$ cat src/rtl/serial_adder_pkg.sv
// Shared types and helpers for the nibble-serial adder controller.
package serial_adder_pkg;

    typedef enum logic [1:0] {
        IDLE = 2'd0,
        RUN  = 2'd1,
        DONE = 2'd2
    } state_t;

    localparam int SLICE_W = 4;

    // Minimum 1 bit so a two-step counter still has a usable width.
    function automatic int clog2(input int n);
        int w;
        w = 1;
        while ((1 << w) < n) w = w + 1;
        return w;
    endfunction

endpackage

$ cat src/rtl/serial_adder_ctrl_slice.sv
// Combinational 4-bit adder slice; carry out is bit 4 of a 5-bit sum.
module adder_slice4 (
    input  logic [3:0] a,
    input  logic [3:0] b,
    input  logic       ci,
    output logic [3:0] sum,
    output logic       co
);

    logic [4:0] w_sum5;

    assign w_sum5    = {1'b0, a} + {1'b0, b} + {4'b0000, ci};
    assign {co, sum} = w_sum5;

endmodule

$ cat src/rtl/serial_adder_ctrl.sv
// WIDTH-bit adder built from one shared 4-bit slice, one nibble per cycle, LSB nibble first.
// Define SERIAL_ADDER_SUB_EN to add a 'sub' input selecting x - y.
//   state | meaning
//   IDLE  | in_ready=1, waiting for in_valid; operands latched on accept
//   RUN   | one nibble per cycle through the slice, carry registered between nibbles
//   DONE  | out_valid=1, result held until out_ready
module serial_adder_ctrl
    import serial_adder_pkg::*;
#(
    parameter int WIDTH = 16
) (
    input  logic             clk,
    input  logic             rst,
    input  logic             in_valid,
    output logic             in_ready,
    input  logic [WIDTH-1:0] x,
    input  logic [WIDTH-1:0] y,
    input  logic             c_in,
`ifdef SERIAL_ADDER_SUB_EN
    input  logic             sub,
`endif
    output logic             out_valid,
    input  logic             out_ready,
    output logic [WIDTH-1:0] s,
    output logic             c_out
);

    localparam int STEPS = WIDTH / SLICE_W;
    localparam int CW    = clog2(STEPS);

    state_t           r_state;
    state_t           w_next;
    logic [WIDTH-1:0] r_x;
    logic [WIDTH-1:0] r_y;
    logic [WIDTH-1:0] r_s;
    logic [CW-1:0]    r_cnt;
    logic             r_carry;
    logic             r_c_out;

    logic [WIDTH-1:0] w_y_lat;
    logic             w_c_lat;
    logic [3:0]       w_nib_x;
    logic [3:0]       w_nib_y;
    logic [3:0]       w_slice_sum;
    logic             w_slice_co;
    logic             w_last;

`ifdef SERIAL_ADDER_SUB_EN
    // Two's-complement subtract: invert y once at latch time, inject the +1 via the carry.
    assign w_y_lat = sub ? ~y : y;
    assign w_c_lat = c_in ^ sub;
`else
    assign w_y_lat = y;
    assign w_c_lat = c_in;
`endif

    assign w_nib_x = r_x[r_cnt*SLICE_W +: SLICE_W];
    assign w_nib_y = r_y[r_cnt*SLICE_W +: SLICE_W];
    assign w_last  = (r_cnt == CW'(STEPS - 1));

    adder_slice4 u_slice (
        .a   (w_nib_x),
        .b   (w_nib_y),
        .ci  (r_carry),
        .sum (w_slice_sum),
        .co  (w_slice_co)
    );

    always_ff @(posedge clk) begin
        if (rst) r_state <= IDLE;
        else     r_state <= w_next;
    end

    always_comb begin
        w_next = r_state;
        case (r_state)
            IDLE:    if (in_valid)  w_next = RUN;
            RUN:     if (w_last)    w_next = DONE;
            DONE:    if (out_ready) w_next = IDLE;
            default: w_next = IDLE;
        endcase
    end

    always_ff @(posedge clk) begin
        if (rst) begin
            r_x     <= '0;
            r_y     <= '0;
            r_s     <= '0;
            r_cnt   <= '0;
            r_carry <= 1'b0;
            r_c_out <= 1'b0;
        end else begin
            case (r_state)
                IDLE: begin
                    if (in_valid) begin
                        r_x     <= x;
                        r_y     <= w_y_lat;
                        r_carry <= w_c_lat;
                        r_cnt   <= '0;
                    end
                end
                RUN: begin
                    r_s[r_cnt*SLICE_W +: SLICE_W] <= w_slice_sum;
                    r_carry <= w_slice_co;
                    r_cnt   <= r_cnt + 1'b1;
                    if (w_last) r_c_out <= w_slice_co;
                end
                default: ;
            endcase
        end
    end

    assign in_ready  = (r_state == IDLE);
    assign out_valid = (r_state == DONE);
    assign s         = r_s;
    assign c_out     = r_c_out;

endmodule

$ cat config.mk
export PLATFORM = sky130hd
export DESIGN_NAME = serial_adder_ctrl
export DESIGN_NICKNAME = d
export VERILOG_FILES = /design/src/rtl/serial_adder_pkg.sv /design/src/rtl/serial_adder_ctrl_slice.sv /design/src/rtl/serial_adder_ctrl.sv
export SDC_FILE = /design/constraint.sdc
export NUM_CORES = 1
export LEC_CHECK = 0
export ABC_AREA = 1
export CORE_ASPECT_RATIO = 1.25
export CORE_MARGIN = 10
export CORE_UTILIZATION = 48
export DETAILED_ROUTE_END_ITERATION = 12
export PLACE_DENSITY = 0.88
export SYNTH_ARGS = -nofsm -noshare
export SYNTH_HDL_FRONTEND = slang
export SYNTH_HIERARCHICAL = 1
export SYNTH_SLANG_ARGS = --single-unit
$ cat constraint.sdc
create_clock -name clk -period 3.9 [get_ports clk]
set_input_delay 0.585 -clock clk [delete_from_list [all_inputs] [get_ports clk]]
set_output_delay 0.585 -clock clk [all_outputs]
set_load 0.01 [all_outputs]
-- Word level (Yosys, flattened, before mapping)
Cells that the tools add are included.
- add/sub/neg operators: 4
- eq/ne operators: 6
- shift operators: 4
- mux-type cells: 9
- reductions and logical operators: 6
- operators with widths (kind ; count):
    4-bit negation with 34-bit output ; 1
    4-bit by 34-bit variable shift with 16-bit output (first input constant) ; 1
    4-bit by 34-bit indexed part select with 16-bit output ; 1
    16-bit by 5-bit indexed part select with 4-bit output ; 2
    16-bit bitwise mux ; 1
    2-bit 2-to-1 mux ; 4
    2-bit one-hot mux with 3 select lines ; 1
    2-bit AND reduction ; 3
    4-bit by 4-bit adder with 5-bit output ; 1
    5-bit by 1-bit adder with 5-bit output ; 1
    2-bit == test (second input constant) ; 2
    2-bit inequality test (second input constant) ; 2
    2-bit one-hot mux with 2 select lines ; 1
    3-bit AND reduction ; 1
    2-bit by 1-bit adder with 2-bit output (second input constant) ; 1
    2-bit by 1-bit == test with 1-bit output (second input constant) ; 1
    2-bit zero test ; 1
    2-bit by 1-bit inequality test with 1-bit output (second input constant) ; 1
    1-bit one-hot mux with 2 select lines ; 1
    2-bit nonzero test ; 1
    1-bit 2-to-1 mux ; 1
- register bits after elaboration: 54
- bits of input ports: 37

-- Longest topological paths before layout
- depth in word-level cells: 5
- depth in mapped cells: 14
- depth with buffers taken out: 12

-- Cells and area by module
The synthesis kept the hierarchy.
- by module, submodules not included (module ; instances ; cells an instance ; area each (um2)):
    serial_adder_ctrl ; 1 ; 331 ; 2377.3
    adder_slice4 ; 1 ; 25 ; 165.2

-- Worst setup path after synthesis
OpenSTA, ideal clock, no wires.
- path type: register to register
- start: register r_cnt[0]
- end: register r_s[5], in the netlist s[5]
- setup time: 70 ps
- arrival: 2240 ps
- required time: 3830 ps
- setup slack: 1589 ps
- stages on the path, launching flop included: 14
- buffers on the path: 2
- path through: dfxtp_1 > buf_4 > inv_2 > buf_2 > o21ai_0 > o22ai_1 > fa_1 > inv_1 > fa_1 > inv_1 > nand2_1 > nor2_1 > nand2_1 > a21oi_1
- word-level cells in the longest chain between the ends: 5
- elaborated cells on any way between the ends: 8
- those cells by class: 3 x add/sub; 4 x shift; 1 x mux
- RTL lines (item ; line ; text):
    start: declaration ; serial_adder_ctrl.sv:36 ; logic [CW-1:0] r_cnt;
    start signal: assignment ; serial_adder_ctrl.sv:105 ; r_cnt <= r_cnt + 1'b1;
    16-bit by 5-bit indexed part select with 4-bit output ; serial_adder_ctrl.sv:57 ; assign w_nib_x = r_x[r_cnt*SLICE_W +: SLICE_W];
    named net w_nib_x[0] ; serial_adder_ctrl.sv:42 ; logic [3:0] w_nib_x;
    4-bit by 4-bit adder with 5-bit output ; serial_adder_ctrl_slice.sv:12 ; assign w_sum5 = {1'b0, a} + {1'b0, b} + {4'b0000, ci};
    5-bit by 1-bit adder with 5-bit output ; serial_adder_ctrl_slice.sv:12 ;
    named net w_slice_sum[1] ; serial_adder_ctrl.sv:44 ; logic [3:0] w_slice_sum;
    4-bit by 34-bit indexed part select with 16-bit output ; serial_adder_ctrl.sv:103 ; r_s[r_cnt*SLICE_W +: SLICE_W] <= w_slice_sum;
    16-bit bitwise mux ; serial_adder_ctrl.sv:103 ;
    end signal: indexed assignment ; serial_adder_ctrl.sv:103 ;
    end: declaration ; serial_adder_ctrl.sv:35 ; logic [WIDTH-1:0] r_s;
The timed path passes the listed nets, and every way through them passes these cells.
A chain may end at the register's enable or synchronous reset.

-- Worst setup path in the final report
- start: register r_cnt[1]
- end: register r_s[13], in the netlist s[13]
Same word-level chain as after synthesis.

==> flow_summary_export.csv <==
group,metric,value,unit
worst_setup_path,critPathKind,"reg -> reg",
floorplanning,rows,29,
timing,finalCritPeriodShare,68.7,%
synthesis,yosys_warnings,6,
layout,final_common_cell,"nor2_1",
timing,setup_viol,0,
worst_setup_path,cp-end-kind,"flip-flop",
floorplanning,initial_utilization,49.7,%
synthesis,postSynthCellCount,356,
timing,max_freq,0.373,GHz
clock_network,htreeDepth,2,
timing,slew_violations,0,
synthesis,synth_seq_cells,54,
pwr,p_leak,1.29,nW
placement,hpwl,4530,µm
clock_network,cts-buffers-inserted,5,
placement,port_buffers,55,
clock_network,cts_setup_buffers,0,
layout,final_area,0.00314,mm²
timing,final_hold_viol_count,0,
pwr,peakVddDrop,0.250,mV
route,postRouteAntennaNets,0,
worst_setup_path,cp_cell_sequence,"inv_1, o21ai_0, o22ai_1, fa_1, inv_1, fa_1, inv_1, nand2_1, nor2_1, nand2_1, a21oi_1",
run,drv_cap,0,
worst_setup_path,crit_top_cell,"inv_1",
timing,rsz0062_at_grt,"no",
synthesis,synth.avg_cell_area,7.14,µm²
synthesis,syn_area,0.00254,mm²
global_route,grt_pass1_wl,10600,µm
synthesis,synth.distinct_cells,23,
worst_setup_path,r2r_cells,11,
timing,clock_skew,5.02,ps
global_route,grt_usage,14.4,%
global_route,grt_pass1_vias,2482,
route,vias,2373,
route,routedWlPerCell,13.0,µm
layout,final_cell_mix,"nor2_1 (108), clkdlybuf4s50_1 (55), dfxtp_1 (54), o21ai_0 (50), nand2_1 (48)",
worst_setup_path,slowest_stage,"dfxtp_1",
clock_network,cts_tree,"done",
synthesis,yosysSeqAreaShare,42.5,%
layout,layout-drive-gt1-share,3.98,%
layout,antenna_cells,0,
global_route,antenna_found_initial,0,
floorplanning,ios,56,
worst_setup_path,crit_required,4140,ps
clock_network,ctsResizeCount,0,
synthesis,synth_nets,403,
placement,routabilityCongestion,0.870,
timing,slew_headroom,34.7,%
worst_setup_path,arrival,2920,ps
hold_path,holdPathStages,2,
layout,area_growth,23.4,%
floorplanning,dieArea,0.00863,mm²
floorplanning,die_height,101,µm
floorplanning,die_w,85.1,µm
worst_setup_path,critPathMaxStageDelay,560,ps
layout,nNetsFinal,449,
clock_network,cts_sinks,54,
timing,tightest_slew,979,ps
timing,fin_crit,2680,ps
placement,placed_area,0.00305,mm²
clock_network,postCtsHoldBufs,0,
layout,finish.utilization,61.3,%
clock_network,clock_latency,310,ps
run_status,outcome,"finished clean",
global_route,overflow,0,
timing,totalNegativeSetupSlack,0,ps
route,drtIter0Drc,208,
route,drt-pass1-iter-count,4,
floorplanning,core-area,0.00512,mm²
clock_network,clock_path_buffers,2,
hold_path,min_path_type,"reg -> reg",
clock_network,root_buffer,"clkbuf_8",
route,routed_wl,6040,µm
pwr,p_per_area,380,mW/mm²
clock_network,cts.clk_slew.worst_paths,90,ps
route,via_per_inst,5.11,
global_route,grt_max_degree,42,
worst_setup_path,critPathLaunchType,"flip-flop",
route,drcViolationCount,0,
worst_setup_path,worst-path-max-fanout,12,
area by class of cell:
| cell class | count | area (µm²) |
|---|---|---|
| clock buffer | 5 | 68.8 |
| clock inverter | 2 | 13.8 |
| sequential | 54 | 1080 |
| multi-input combinational | 262 | 1250 |
| tap | 62 | 77.6 |
| fill | 496 | 1980 |
| timing repair buffer | 56 | 558 |
| inverter | 23 | 91.3 |
sequential cells by signal, indices dropped and copies added, names as in the netlist:
signal and count:
r_x 16, r_y 16, s 16, r_cnt 2, r_state 2, c_out 1, r_carry 1
through the flow:
stage          instances  setup WS, ps  power, W  hold slack, ps
4_1_cts              464          1210   0.00120             472
5_1_grt              464           988   0.00127             496
3_5_place_dp         457          1240  0.000897             457
3_3_place_gp         457          1310  0.000885             452
2_1_floorplan        356          1590  0.000814             449
6_report             464          1220   0.00119             472
final timing paths:
check | start | slack [ps] | end
setup / recovery | r_cnt[1] | 1220 | s[13]
hold / removal | s[12] | 470 | s[12]
setup reg to reg | r_cnt[1] | 1220 | s[13]
hold reg to reg | s[12] | 470 | s[12]
logic make-up after synthesis:
| kind of cell | count (synthesis) | synth area share (%) |
|---|---|---|
| and+or+nand+nor | 170 | 26.7 |
| AOI/OAI and AO/OA | 81 | 16.4 |
| DFF | 54 | 42.5 |
| buffers and inverters | 40 | 8.46 |
| adders and majority gates | 10 | 5.51 |
| xor gates and xnor gates | 1 | 0.345 |
cell usage after synthesis:
cell	number	area share, %
nor2_1	108	16
dfxtp_1	54	43
o21ai_0	50	9.8
nand2_1	48	7.1
inv_1	20	3.0
a21oi_1	17	3.3
nand3_1	9	1.8
ha_1	8	3.9
o22ai_1	8	2.0
buf_6	7	3.1
clkbuf_1	6	0.89
o21ai_1	5	0.98
buf_2	3	0.59
fa_1	2	1.6
inv_2	2	0.30
nand3_2	2	0.79
buf_4	1	0.30
inv_6	1	0.34
nand2_4	1	0.44
nor2_2	1	0.25
nor2_4	1	0.44
o21a_1	1	0.30
xnor2_1	1	0.34
power by group:
| group | internal [W] | total [W] | leakage (nW) | switching [W] |
|---|---|---|---|---|
| combinational | 0.000118 | 0.000278 | 0.803 | 0.000159 |
| clock | 0.000124 | 0.000306 | 0.0444 | 0.000182 |
| sequential | 0.000587 | 0.000609 | 0.444 | 0.0000221 |
metal layers:
layer	track usage (%)	share of wire, %
met2	26.3	51
met4	5.71	1.6
met1	15.5	40
met5	0	0
met3	3.61	7.4
worst max-delay path: cells and delay by family (launching register included):
family,cells,cell delay (ps)
flip-flops,1,560
buffers and inverters,3,490
adder cells (fa/ha/maj),2,880
AO/OA/AOI/OAI,3,400
AND/OR/NAND/NOR,3,290
(Power assumes the default switching activity.)
==> RTL change, RTL diff (same flow settings) <==
`WIDTH`: 16 -> 18.
--- a/src/rtl/serial_adder_ctrl.sv
+++ b/src/rtl/serial_adder_ctrl.sv
@@ -7,7 +7,7 @@
 module serial_adder_ctrl
     import serial_adder_pkg::*;
 #(
-    parameter int WIDTH = 16
+    parameter int WIDTH = 18
 ) (
     input  logic             clk,
     input  logic             rst,
Interface: changed (resized s, x and y); port bits go from 56 to 62. The function was not compared with the original's and may differ.
==> RTL change against the unedited design <==
- global-route usage shrank 0.26 points
- wire length grew 1.6%
- synthesized area grew 2.7%
- synthesized cell count grew 1.1%
- sequential power grew 3.3%
- sequential cell count grew 2
- via count grew 1.8%
- total power grew 3.1%
- first-iteration DRC count shrank 33%
- combinational power grew 3%
- setup slack lost 0.060 ns
- design area grew 4.1%
- largest cell class unchanged
- largest power group unchanged
==> RTL change: results (changes against the unedited design) <==
| Metric | Value |
|---|---|
| Inverters | `27 (+17%)` |
| Area contributors post-synth | `dfxtp_1, nor2_1, o21ai_1` |
| Register area | `1121 µm² (+3.7%)` |
| First-pass GRT wire length | `10480 µm (-1.3%)` |
| Area post-placement | `3177 µm² (+4.0%)` |
| Vias in the first global route | `2479 (-0.12%)` |
| Post-DP HPWL | `4638 µm (+2.4%)` |
| Placed cell count | `464 (+1.5%)` |
| Register area share after synthesis | `0.4293 (+0.004128)` |
| Largest net degree at the start of global routing | `39 (-7.1%)` |
| Mapped Area | `2611 µm² (+2.7%)` |
| Met2 Wirelength | `3169 µm (+3.1%)` |
| Fraction of area in registers | `0.3432 (-0.001471)` |
| Final wirelength | `6131 µm (+1.6%)` |
| Met2 Use GR | `0.2636 (+0.0009082)` |
| WL met1 | `2449 µm (+1.2%)` |
| Leakage | `1.321 nW (+2.3%)` |
| Nonclk buf count | `59 (+5.4%)` |
| Fillers | `474 (-4.4%)` |
| Grt met3 use | `0.03742 (+0.001276)` |
| Post-Synth Adder-Cell Area | `0.05367 (-0.001453)` |
| Max-Slew Margin vs Limit | `0.6583 (+0.3117)` |
| Internal power | `870.1 µW (+4.9%)` |
| Post-Synth XOR/XNOR Area | `0.003354 (-0.00009079)` |
| Syn nets | `411 (+2.0%)` |
| Worst setup path end | `s[17]$_SDFFE_PP0P_` |
| Instance count of the mapped netlist | `360 (+1.1%)` |
| Fraction of area in multi-input gates | `0.3945 (-0.002802)` |
| Status | `completed` |
| Share of cells above drive strength 1 | `0.04878 (+0.008979)` |
| Hold WS | `0.4684 ns (-0.003093 ns)` |
| Hold Startpoint | `s[5]$_SDFFE_PP0P_` |
==> RTL change: power by group through the flow <==
| stage | sequential [mW] | clock [mW] | combinational (mW) |
|---|---|---|---|
| after floorplan | 0.637 | 0 | 0.200 |
| after global placement | 0.641 | 0 | 0.272 |
| after detailed placement | 0.642 | 0 | 0.281 |
| after CTS | 0.629 | 0.325 | 0.283 |
| after global routing | 0.634 | 0.347 | 0.325 |
| final | 0.629 | 0.316 | 0.286 |
==> RTL change: kinds of logic (layout without fill, tap and decap cells) <==
family                   after synthesis  count (layout)
flip-flops                            56              56
XOR/XNOR                               1               1
buffers and inverters                 44              94
AO/OA/AOI/OAI                         88              88
AND/OR/NAND/NOR                      161             161
adder cells (fa/ha/maj)               10              10
==> RTL change: worst register-to-register path: stages, from the launching register on <==
cell and delay [ns]:
dfxtp_1 0.57, inv_1 0.28, o21ai_0 0.15, o22ai_1 0.14, fa_1 0.48, inv_1 0.09
fa_1 0.40, inv_1 0.08, inv_1 0.05, nor3_1 0.22, nand3_1 0.12, a21oi_1 0.12
